===== src/rtl/echo_mix_stage.sv =====
// Echo mix stage: y[n] = sat(x[n] + (x[n-num] >>> SHIFT)) through a two-stage
// valid/ready pipeline, with per-job sample counting and a done pulse.
module echo_mix_stage #(
    parameter int SAMPLE_W = 16,
    parameter int SHIFT    = 1
) (
    input  logic                csi_clock_clk,
    input  logic                csi_clock_reset_n,
    input  logic                start,
    input  logic [18:0]         size,
    input  logic [10:0]         num,
    output logic                busy,
    output logic                done,
    output logic [18:0]         sat_count,
    input  logic                in_valid,
    output logic                in_ready,
    input  logic [SAMPLE_W-1:0] in_sample,
    input  logic [SAMPLE_W-1:0] in_delayed,
    output logic                out_valid,
    input  logic                out_ready,
    output logic [SAMPLE_W-1:0] out_sample
);

    localparam logic [1:0]  ST_IDLE = 2'd0;
    localparam logic [1:0]  ST_RUN  = 2'd1;
    localparam logic [1:0]  ST_DONE = 2'd2;
    localparam logic [18:0] SAT_MAX = 19'h7FFFF;

    // Clamp a one-bit-wide sum: the top two bits differ only on overflow.
    function automatic logic [SAMPLE_W-1:0] sat_word(input logic [SAMPLE_W:0] sum);
        logic [SAMPLE_W-1:0] w;
        if (sum[SAMPLE_W] != sum[SAMPLE_W-1]) begin
            w = {sum[SAMPLE_W], {(SAMPLE_W-1){~sum[SAMPLE_W]}}};
        end else begin
            w = sum[SAMPLE_W-1:0];
        end
        return w;
    endfunction

    logic [1:0]                r_state;
    logic [1:0]                w_state_nx;
    logic                      r_busy;
    logic                      r_done;
    logic [18:0]               r_size;
    logic [10:0]               r_num;
    logic [18:0]               r_in_idx;
    logic [18:0]               r_out_idx;
    logic [18:0]               r_sat_cnt;
    logic                      r_s1_valid;
    logic [SAMPLE_W:0]         r_s1_sum;
    logic                      r_s1_sat;
    logic                      r_s2_valid;
    logic [SAMPLE_W-1:0]       r_s2_data;

    logic                      w_s2_load;
    logic                      w_s1_load;
    logic                      w_in_ready;
    logic                      w_in_fire;
    logic                      w_out_fire;
    logic                      w_last_out;
    logic                      w_start_job;
    logic signed [SAMPLE_W-1:0] w_delay;
    logic signed [SAMPLE_W-1:0] w_echo;
    logic [SAMPLE_W:0]         w_sum;
    logic                      w_ovf;

    // Handshake and stall decode; S1 may fill while S2 is stalled if S1 is empty.
    always_comb begin
        w_s2_load   = !r_s2_valid || out_ready;
        w_s1_load   = !r_s1_valid || w_s2_load;
        w_in_ready  = (r_state == ST_RUN) && (r_in_idx < r_size) && w_s1_load;
        w_in_fire   = in_valid && w_in_ready;
        w_out_fire  = r_s2_valid && out_ready;
        w_last_out  = w_out_fire && ((r_out_idx + 19'd1) == r_size);
        w_start_job = (r_state == ST_IDLE) && start;
    end

    // Echo arithmetic; the delayed sample is muted until num samples have entered.
    always_comb begin
        if (r_in_idx < {8'd0, r_num}) begin
            w_delay = {SAMPLE_W{1'b0}};
        end else begin
            w_delay = in_delayed;
        end
        w_echo = w_delay >>> SHIFT;
        w_sum  = {in_sample[SAMPLE_W-1], in_sample} + {w_echo[SAMPLE_W-1], w_echo};
        w_ovf  = w_sum[SAMPLE_W] ^ w_sum[SAMPLE_W-1];
    end

    // Job state next-state logic.
    always_comb begin
        w_state_nx = r_state;
        case (r_state)
            ST_IDLE: begin
                if (start) begin
                    w_state_nx = (size != 19'd0) ? ST_RUN : ST_DONE;
                end else begin
                    w_state_nx = ST_IDLE;
                end
            end
            ST_RUN: begin
                if (w_last_out) begin
                    w_state_nx = ST_DONE;
                end else begin
                    w_state_nx = ST_RUN;
                end
            end
            ST_DONE: w_state_nx = ST_IDLE;
            default: w_state_nx = ST_IDLE;
        endcase
    end

    // Job control registers and sample indices.
    always_ff @(posedge csi_clock_clk or negedge csi_clock_reset_n) begin
        if (!csi_clock_reset_n) begin
            r_state   <= ST_IDLE;
            r_busy    <= 1'b0;
            r_done    <= 1'b0;
            r_size    <= 19'd0;
            r_num     <= 11'd0;
            r_in_idx  <= 19'd0;
            r_out_idx <= 19'd0;
        end else begin
            r_state <= w_state_nx;
            r_busy  <= (w_state_nx == ST_RUN);
            r_done  <= (w_state_nx == ST_DONE);
            if (w_start_job) begin
                r_size    <= size;
                r_num     <= num;
                r_in_idx  <= 19'd0;
                r_out_idx <= 19'd0;
            end else begin
                if (w_in_fire) begin
                    r_in_idx <= r_in_idx + 19'd1;
                end
                if (w_out_fire) begin
                    r_out_idx <= r_out_idx + 19'd1;
                end
            end
        end
    end

    // Saturation counter: one count per clamped result entering S2, sticky at max.
    always_ff @(posedge csi_clock_clk or negedge csi_clock_reset_n) begin
        if (!csi_clock_reset_n) begin
            r_sat_cnt <= 19'd0;
        end else if (w_start_job) begin
            r_sat_cnt <= 19'd0;
        end else if (w_s2_load && r_s1_valid && r_s1_sat && (r_sat_cnt != SAT_MAX)) begin
            r_sat_cnt <= r_sat_cnt + 19'd1;
        end
    end

    // Two-stage pipeline: S1 holds the wide sum, S2 holds the clamped result.
    always_ff @(posedge csi_clock_clk or negedge csi_clock_reset_n) begin
        if (!csi_clock_reset_n) begin
            r_s1_valid <= 1'b0;
            r_s1_sum   <= {(SAMPLE_W+1){1'b0}};
            r_s1_sat   <= 1'b0;
            r_s2_valid <= 1'b0;
            r_s2_data  <= {SAMPLE_W{1'b0}};
        end else begin
            if (w_s1_load) begin
                r_s1_valid <= w_in_fire;
                if (w_in_fire) begin
                    r_s1_sum <= w_sum;
                    r_s1_sat <= w_ovf;
                end
            end
            if (w_s2_load) begin
                r_s2_valid <= r_s1_valid;
                if (r_s1_valid) begin
                    r_s2_data <= sat_word(r_s1_sum);
                end
            end
        end
    end

    assign busy       = r_busy;
    assign done       = r_done;
    assign sat_count  = r_sat_cnt;
    assign in_ready   = w_in_ready;
    assign out_valid  = r_s2_valid;
    assign out_sample = r_s2_data;

endmodule


===== config.mk =====
export PLATFORM = sky130hd
export DESIGN_NAME = echo_mix_stage
export DESIGN_NICKNAME = d
export VERILOG_FILES = /design/src/rtl/echo_mix_stage.sv
export SDC_FILE = /design/constraint.sdc
export NUM_CORES = 1
export LEC_CHECK = 0
export ABC_AREA = 0
export CAP_MARGIN = 5
export CORE_MARGIN = 2
export CORE_UTILIZATION = 50
export CTS_BUF_LIST = sky130_fd_sc_hd__clkbuf_16
export CTS_CLUSTER_SIZE = 30
export DETAILED_ROUTE_END_ITERATION = 10
export GPL_TIMING_DRIVEN = 0
export PLACE_DENSITY = 0.87
export SYNTH_ARGS = -nofsm -noshare
export SYNTH_HDL_FRONTEND = slang
export SYNTH_SLANG_ARGS = --single-unit
export TNS_END_PERCENT = 30

===== constraint.sdc =====
create_clock -name csi_clock_clk -period 4 [get_ports csi_clock_clk]
set_input_delay 0.8 -clock csi_clock_clk [delete_from_list [all_inputs] [get_ports csi_clock_clk]]
set_output_delay 0.8 -clock csi_clock_clk [all_outputs]
set_load 0.02 [all_outputs]

## Word level (Yosys, flattened, before mapping)

Index checks and enable logic that the tools add are counted.

- Output and inout port bits: 39
- Word-level logic and storage cells: 59
- Memory bits (writable): 0
- Register bits after elaboration: 127
- Latch bits: 0
- Memories kept: 0
- Input port bits: 67
- Memory bits (read-only): 0

- Shifts and indexed selects: 0
- $add $sub $neg: 4
- Equal/unequal tests: 6
- Order comparisons: 2
- Multipliers: 0
- Mux-type cells: 12
- Div/mod/pow operators: 0
- Reductions and logical operators: 20
- Bitwise gates (word level): 2

Operators by type and width:

| cell | number |
|---|---|
| $mux 19 | 6 |
| $add 19x1->19 const B | 3 |
| $mux 16 | 2 |
| $eq 19x19->1 | 1 |
| $lt 19x11->1 | 1 |
| $lt 19x19->1 | 1 |
| $ne 19x19->1 const B | 1 |
| $reduce_bool 19->1 | 1 |
| $add 16x15->17 | 1 |
| $logic_and 1x1->1 | 9 |
| $mux 2 | 3 |
| $reduce_bool 2->1 | 3 |
| $eq 2x1->1 const B | 2 |
| $pmux 2 s2 | 1 |
| $reduce_and 2->1 | 2 |
| $eq 2x2->1 const B | 1 |
| $logic_not 1->1 | 2 |
| $logic_not 2->1 | 1 |
| $logic_or 1x1->1 | 2 |
| $ne 1x1->1 | 1 |
| $not 1->1 | 1 |
| $xor 1x1->1 | 1 |

## Logic depth before layout (Yosys ltp)

Gate-level depths: netlist of run 1.

- Word-level depth: 7
- Gate-level depth with buffers: 17
- Gate-level depth less buffers: 17

## Worst setup path after synthesis of run 1

Ideal clock, no wire load.

- Path type: reg2reg
- From: reg r_in_idx[10]
- To: reg r_s1_sum[14]
- Clock period less this slack: 4.008 ns
- Required time: 3.868 ns
- Library setup time: 0.132 ns
- Data arrival time: 3.876 ns
- Setup slack: -0.008 ns
- Stages on the path, launching flop included: 16
- Buffers on the path: 0
- Path through: dfrtp_1 ha_1 or4_1 a2111oi_0 o211ai_1 a21oi_1 nor2b_1 ha_1 fa_1 a211oi_1 o21ai_1 nor3b_1 o41ai_1 o21ai_0 xnor2_1 o21ai_1

- Word-level cells in the longest chain between the ends: 5
- Elaborated cells between the ends (all ways): 8
- Classes of those cells: add/sub (1); order compare (2); mux (1); reduce/logical (4)

Ends and longest elaborated chain:

| element | line | source |
|---|---|---|
| from (decl) | 46 | `logic [18:0] r_in_idx;` |
| from (signal assigned) | 134 | `r_in_idx <= r_in_idx + 19'd1;` |
| parallel branches: the longest is 5 deep, another holds $lt 19x11->1 | n/a |  |
| to (signal assigned) | 158 | `r_s1_sum <= {(SAMPLE_W+1){1'b0}};` |
| to (signal assigned) | 166 | `r_s1_sum <= w_sum;` |
| to (decl) | 50 | `logic [SAMPLE_W:0] r_s1_sum;` |

Several ways; the timed one is not identified.
A chain may end at the register's enable or synchronous reset.

## Worst setup path after layout of run 1

- From: in out_ready
- To: out in_ready

- Word-level cells in the longest chain between the ends: 3

Ends and longest elaborated chain:

| element | line | source |
|---|---|---|
| from (decl) | 20 | `input logic out_ready,` |
| $logic_or 1x1->1 | 69 | `w_s2_load = !r_s2_valid \|\| out_ready;` |
| $logic_or 1x1->1 | 70 | `w_s1_load = !r_s1_valid \|\| w_s2_load;` |
| $logic_and 1x1->1 | 71 | `w_in_ready = (r_state == ST_RUN) && (r_in_idx < r_size) && w_s1_load;` |
| to (decl) | 16 | `output logic in_ready,` |

No other way between the ends.

==> results of run 1 <==
==> critical path, delay by kind of cell <==
| family | cells | cell delay, ps |
|---|---|---|
| buffers and inverters | 2 | 1240 |
| AO/OA/AOI/OAI | 2 | 720 |
| AND/OR/NAND/NOR | 2 | 290 |
==> final cells by class <==
cell class / instances / area [sq um] / area share (%)
Multi-Input combinational cell: 645 / 4170 / 43.4
Clock inverter: 15 / 150 / 1.56
Timing Repair Buffer: 113 / 1130 / 11.8
Sequential cell: 127 / 3180 / 33.1
Inverter: 40 / 150 / 1.56
Buffer: 36 / 171 / 1.78
Clock buffer: 17 / 425 / 4.43
Tap cell: 184 / 230 / 2.40
==> cell families after synthesis <==
group	synth area share (%)
xor gates and xnor gates	8.47
AOI/OAI and AO/OA	15.0
buffers and inverters	4.11
muxes	0.580
adders and majority gates	8.39
DFF	42.1
and+or+nand+nor	21.3
==> synthesized netlist by cell type (3+ instances only) <==
master	number	share of area, %
o21ai_1	14	0.93
inv_1	40	2.0
clkbuf_1	26	1.3
buf_2	5	0.33
o22ai_1	3	0.25
o211ai_1	5	0.50
nor4_1	9	0.75
or4_1	4	0.40
or3_1	20	1.7
buf_4	3	0.30
nand4_1	17	1.4
a211o_1	3	0.35
a31oi_1	6	0.50
xor2_1	36	4.2
and4_1	4	0.46
and2_1	12	0.99
a211oi_1	5	0.50
xnor2_1	37	4.3
nor2_1	71	3.5
o21ai_0	58	3.8
a21o_1	5	0.50
ha_1	49	8.1
and3_1	7	0.58
o21a_1	6	0.60
nor4_2	3	0.50
nor2b_1	19	1.6
nand2_1	94	4.7
nor3_1	12	0.80
nand2b_1	6	0.50
o31ai_1	6	0.60
a21oi_1	70	4.6
nand3_1	37	2.5
dfrtp_1	127	42
mux2_2	3	0.45
==> flip-flops by register name, indices dropped and copies added (netlist names) <==
signal      count
busy            1
done            1
out_sample     16
out_valid       1
r_in_idx       19
r_num          11
r_out_idx      19
r_s1_sat        1
r_s1_sum       17
r_s1_valid      1
r_size         19
r_state         2
sat_count      19
==> per-layer routing <==
layer / up-vias / GRT usage, % / routed length (um)
li1: 3230 / - / -
met2: 209 / 42.0 / 9750
met3: 32 / 4.60 / 812
met5: - / 0 / 0
met4: 0 / 9.11 / 445
met1: 3296 / 31.8 / 8470
==> repair_timing <==
| action | in CTS | in global routing |
|---|---|---|
| endpoints found under the setup margin | 12 | 8 |
| setup buffers | 5 | 3 |
| pin swaps | 4 | 16 |
| resized for setup | 17 | 14 |
==> cell usage in the layout (no fill, tap or decap), types with 7 or more instances in the layout <==
| master | instances |
|---|---|
| nand4_1 | 17 |
| nor2_1 | 71 |
| inv_1 | 39 |
| ha_1 | 45 |
| nor2b_1 | 18 |
| clkbuf_16 | 17 |
| or3_1 | 20 |
| a21oi_1 | 66 |
| clkbuf_1 | 25 |
| and3_1 | 7 |
| xnor2_1 | 36 |
| dfrtp_1 | 126 |
| o21ai_0 | 55 |
| nand3_1 | 37 |
| xor2_1 | 36 |
| o21ai_1 | 15 |
| nand2_1 | 94 |
| nor3_1 | 12 |
| nor4_1 | 9 |
| buf_4 | 10 |
| and2_1 | 12 |
| clkdlybuf4s50_1 | 103 |
==> worst paths after layout <==
check	from	endpoint	slack (ps)	depth (start not counted)
max	out_ready	in_ready	140	6
min reg2reg	r_s1_sum[13]	r_s1_sum[13]	500	2
min in group csi_clock_clk	r_s1_sum[13]	r_s1_sum[13]	500	2
min	csi_clock_reset_n	r_out_idx[6]	350	1
max reg2reg	r_in_idx[10]	r_s1_sat	200	16
max in group asynchronous	csi_clock_reset_n	r_in_idx[1]	2920	2
==> power by group <==
group	switching, mW	total (mW)	internal, mW
combinational	0.655	1.20	0.545
sequential	0.208	1.70	1.49
clock	0.627	1.50	0.872
==> impl_metrics.tcl, run 1 <==
set metrics [dict create \
    cts.path.max_buffers 2 \
    whs_ps 349 \
    grt_max_degree 66 \
    avgSynthCellArea_sq_um 8.90 \
    start_util_pct 51.5 \
    synth-main-ff-cell "dfrtp_1" \
    clock_skew_ps 8.84 \
    placedCellCount 1137 \
    period_minus_slack_ps 3860 \
    p_per_area_nw_per_um2 458 \
    syn_nets 965 \
    clk_pin_slew_ps 50 \
    ys_seq_area_share_pct 42.1 \
    status "finished, final reports clean" \
    firstDrtPassIters 5 \
    die-area_sq_um 16100 \
    crit_path_end_kind "output pin" \
    max_slew_margin_pct 51.8 \
    setup_viol 0 \
    crit_required_ps 3200 \
    worstSetupPathType "input port to output pin" \
    grt_pass1_vias 6601 \
    finalWorstSetupSlack_ps 136 \
    cp_slowest_cell "clkdlybuf4s50_1" \
    ant_nets 0 \
    yosysUniqueCellTypes 56 \
    path_cells "clkdlybuf4s50_1 -> nor2b_1 -> a2111o_1 -> a221oi_2 -> and2_1 -> clkdlybuf4s50_1" \
    stdcell_count 1177 \
    wl_per_cell_um 16.6 \
    die_w_um 127 \
    power.total_mw 4.40 \
    gp_congestion 0.871 \
    drive_above_1_share_pct 8.66 \
    finalSetupTns_ps 0 \
    hpwlAfterDp_um 14200 \
    overflow 0 \
    drc 0 \
    crit_top_cell "clkdlybuf4s50_1" \
    drv_cap 0 \
    rows 44 \
    synth_area_sq_um 7550 \
    numClockSinks 127 \
    chipHeight_um 127 \
    dpl_worst_slack_ps -821 \
    synth_cells 848 \
    num_vias 6767 \
    final_util_pct 65.6 \
    numCtsBuffers 17 \
    placed_area_sq_um 8850 \
    hold_viol 0 \
    ctsHoldBuffers 0 \
    fmax_ghz 0.259 \
    antenna_found_initial 0 \
    crit_path_start_kind "input port" \
    critPathMaxStageDelay_ps 630 \
    grt_use_total_pct 24.8 \
    wl_um 19500 \
    grt_pass1_wl_um 32100 \
    cts_tree "yes" \
    period_share_pct 96.6 \
    timing.final.max_slew_violations 0 \
    routed_via_density 5.75 \
    hold_class "input port to async pin" \
    area_growth_pct 27.3 \
    ir_worst_vdd_mv 0.319 \
    coreArea_sq_um 14600 \
    p_leak_nw 4.15 \
    synth_edf_count 0 \
    drt_iter0_drc 650 \
    ys_warn_count 0 \
    portBuffers 104 \
    io_pins 106 \
    nNetsFinal 1097 \
    worst_pin_slew_ps 723 \
    worstSkewPairLatency_ps 430 \
    synth-seq-cells 127 \
    cts_root_buffer "clkbuf_16" \
    cts-htree-levels 4 \
    arrival_ps 3060 \
    worstPathMaxFanout 5 \
    diodes 0 \
    design_area_sq_um 9610 \
    synthArstFlopShare_pct 100 \
    fill_cells 1106 \
]
No activity file was read; power rests on OpenSTA's default activity.
==> inputs of run 2 (changes only) <==
CORE_UTILIZATION = 35   (was 50)
PLACE_DENSITY = 0.67   (was 0.87)
==> run 2 against run 1 <==
Final cell count rose by 8.0%. Worst hold slack got worse by 31 ps. Highest routed layer unchanged. Setup slack got worse by 110 ps. Via count down 4.6%.
==> impl_metrics.tcl, run 2 (synthesized netlist as in run 1, its figures left out) <==
set metrics [dict create \
    rows 53 \
    p_seq_share_pct 38.2 \
    ctsHoldBuffers 0 \
    layout_common_cells "dfrtp_1, clkdlybuf4s50_1, nand2_1" \
    worstPathMaxFanout 4 \
    start_util_pct 35.8 \
    portBuffers 104 \
    rsz0062_at_grt "yes" \
    drc 0 \
    max_slew_margin_pct 52.4 \
    critPathMaxStageDelay_ps 510 \
    path_cells "ha_4 -> or4_4 -> a2111oi_4 -> o211ai_1 -> a21oi_4 -> buf_6 -> nor2b_1 -> ha_1 -> nand3_2 -> o22ai_2 -> a2111o_1 -> a311oi_2 -> xnor2_1 -> xor2_1 -> o21ai_1" \
    coreArea_sq_um 21100 \
    fmax_ghz 0.252 \
    grt_pass1_vias 6207 \
    arrival_ps 4270 \
    timing.final.max_slew_violations 0 \
    hold_class "input port to async pin" \
    period_minus_slack_ps 3970 \
    grt_max_degree 75 \
    drv_cap 0 \
    ir_worst_vdd_mv 0.236 \
    layout_commonest_cell "dfrtp_1" \
    crit_path_end_kind "flop" \
    grt_pass1_wl_um 31500 \
    worstSetupPathType "flop to flop" \
    period_share_pct 99.2 \
    die_w_um 151 \
    cp_slowest_cell "or4_4" \
    numClockSinks 127 \
    io_pins 106 \
    clk_pin_slew_ps 60 \
    cts.path.max_buffers 2 \
    wl_um 19500 \
    drt_iter0_drc 408 \
    die-area_sq_um 22800 \
    num_vias 6458 \
    cts_tree "yes" \
    worst_pin_slew_ps 714 \
    routed_via_density 5.08 \
    finalSetupTns_ps 0 \
    antenna_found_initial 0 \
    setup_viol 0 \
    switching_power_mw 1.43 \
    hpwlAfterDp_um 14500 \
    p_leak_nw 4.20 \
    overflow 0 \
    crit_path_start_kind "flop" \
    status "finished, final reports clean" \
    swShare_pct 32.1 \
    wl_per_cell_um 15.3 \
    clock_skew_ps 7.09 \
    cts-htree-levels 4 \
    p_per_area_nw_per_um2 451 \
    worstSkewPairLatency_ps 420 \
    numCtsBuffers 17 \
    crit_required_ps 4300 \
    area_growth_pct 30.6 \
    internal-power_mw 3.02 \
    gp_congestion 0.850 \
    power.share.clock_pct 35.1 \
    cts_root_buffer "clkbuf_16" \
    rr_worst_depth 15 \
    multi_input_area_sq_um 4250 \
    fill_cells 1971 \
    ant_nets 0 \
    firstDrtPassIters 5 \
    register_area_sq_um 3180 \
    nNetsFinal 1102 \
    grt_use_total_pct 17.8 \
    drive_above_1_share_pct 9.44 \
    chipHeight_um 151 \
    diodes 0 \
    whs_ps 317 \
    hold_viol 0 \
    power_frac_comb_pct 26.7 \
]
## run 2: changes by cell type in the layout (fill, tap and decap cells not counted), moves of 2 or more
cell / delta
ha_1: -3
bufinv_16: +2
buf_4: +4
inv_6: -4
ha_4: +2
clkinvlp_4: +2
a21oi_2: -2
clkinv_4: -2
a21oi_4: +2
## run 2: timing repair
| action | 4_1_cts | 5_1_grt |
|---|---|---|
| pin swaps | 12 | 21 |
| endpoints found under the setup margin | 12 | 8 |
| resized for setup | 14 | 31 |
| setup buffers | 7 | 6 |
## run 2: final cells by class
cell class | instances | area share [%]
Buffer | 36 | 1.74
Multi-Input combinational cell | 645 | 43.1
Timing Repair Buffer | 118 | 11.9
Tap cell | 275 | 3.49
Clock buffer | 17 | 4.32
Sequential cell | 127 | 32.2
Inverter | 40 | 1.52
Clock inverter | 13 | 1.69
## run 2: power groups by stage
stage | clock network, mW | logic [mW] | registers (mW)
2_1_floorplan | 0 | 0.631 | 1.76
3_3_place_gp | 0 | 1.15 | 1.72
3_5_place_dp | 0 | 1.17 | 1.72
4_1_cts | 1.59 | 1.19 | 1.70
5_1_grt | 1.65 | 1.33 | 1.73
6_report | 1.56 | 1.19 | 1.70
## run 2: final timing paths
kind                        slack [ps]               from            to
setup / recovery                    30       r_in_idx[10]      r_s1_sat
min in group csi_clock_clk         480       r_s1_sum[11]  r_s1_sum[11]
hold reg to reg                    480       r_s1_sum[11]  r_s1_sum[11]
setup reg to reg                    30       r_in_idx[10]      r_s1_sat
max in group asynchronous         2940  csi_clock_reset_n  sat_count[7]
hold / removal                     320  csi_clock_reset_n      r_num[3]
## run 2: metrics by stage
stage          worst slack [ps]  utilization, %  std cells  power, mW  area [sq um]
3_5_place_dp               -960            42.5       1228       2.89          8970
6_report                   30.6            46.7       1271       4.44          9860
3_3_place_gp              -3000            42.4       1227       2.86          8940
4_1_cts                    26.6            45.9       1265       4.47          9670
2_1_floorplan               104               -        848       2.39          7550
5_1_grt                    -163            46.7       1271       4.70          9860
## run 2: routing by layer
metal / GRT usage (%) / share of wire, % / wire, um
met4: 7.24 / 2.5 / 486
met1: 23.6 / 46 / 9030
met3: 2.92 / 3.5 / 675
met2: 28.9 / 48 / 9270
met5: 0 / 0 / 0
## run 2: worst max-delay path, delay by kind of cell (launching register included)
family	cells	cell delay [ps]
AO/OA/AOI/OAI	7	1690
AND/OR/NAND/NOR	3	660
adder cells (fa/ha/maj)	2	530
flip-flops	1	430
XOR/XNOR	2	400
buffers and inverters	1	140
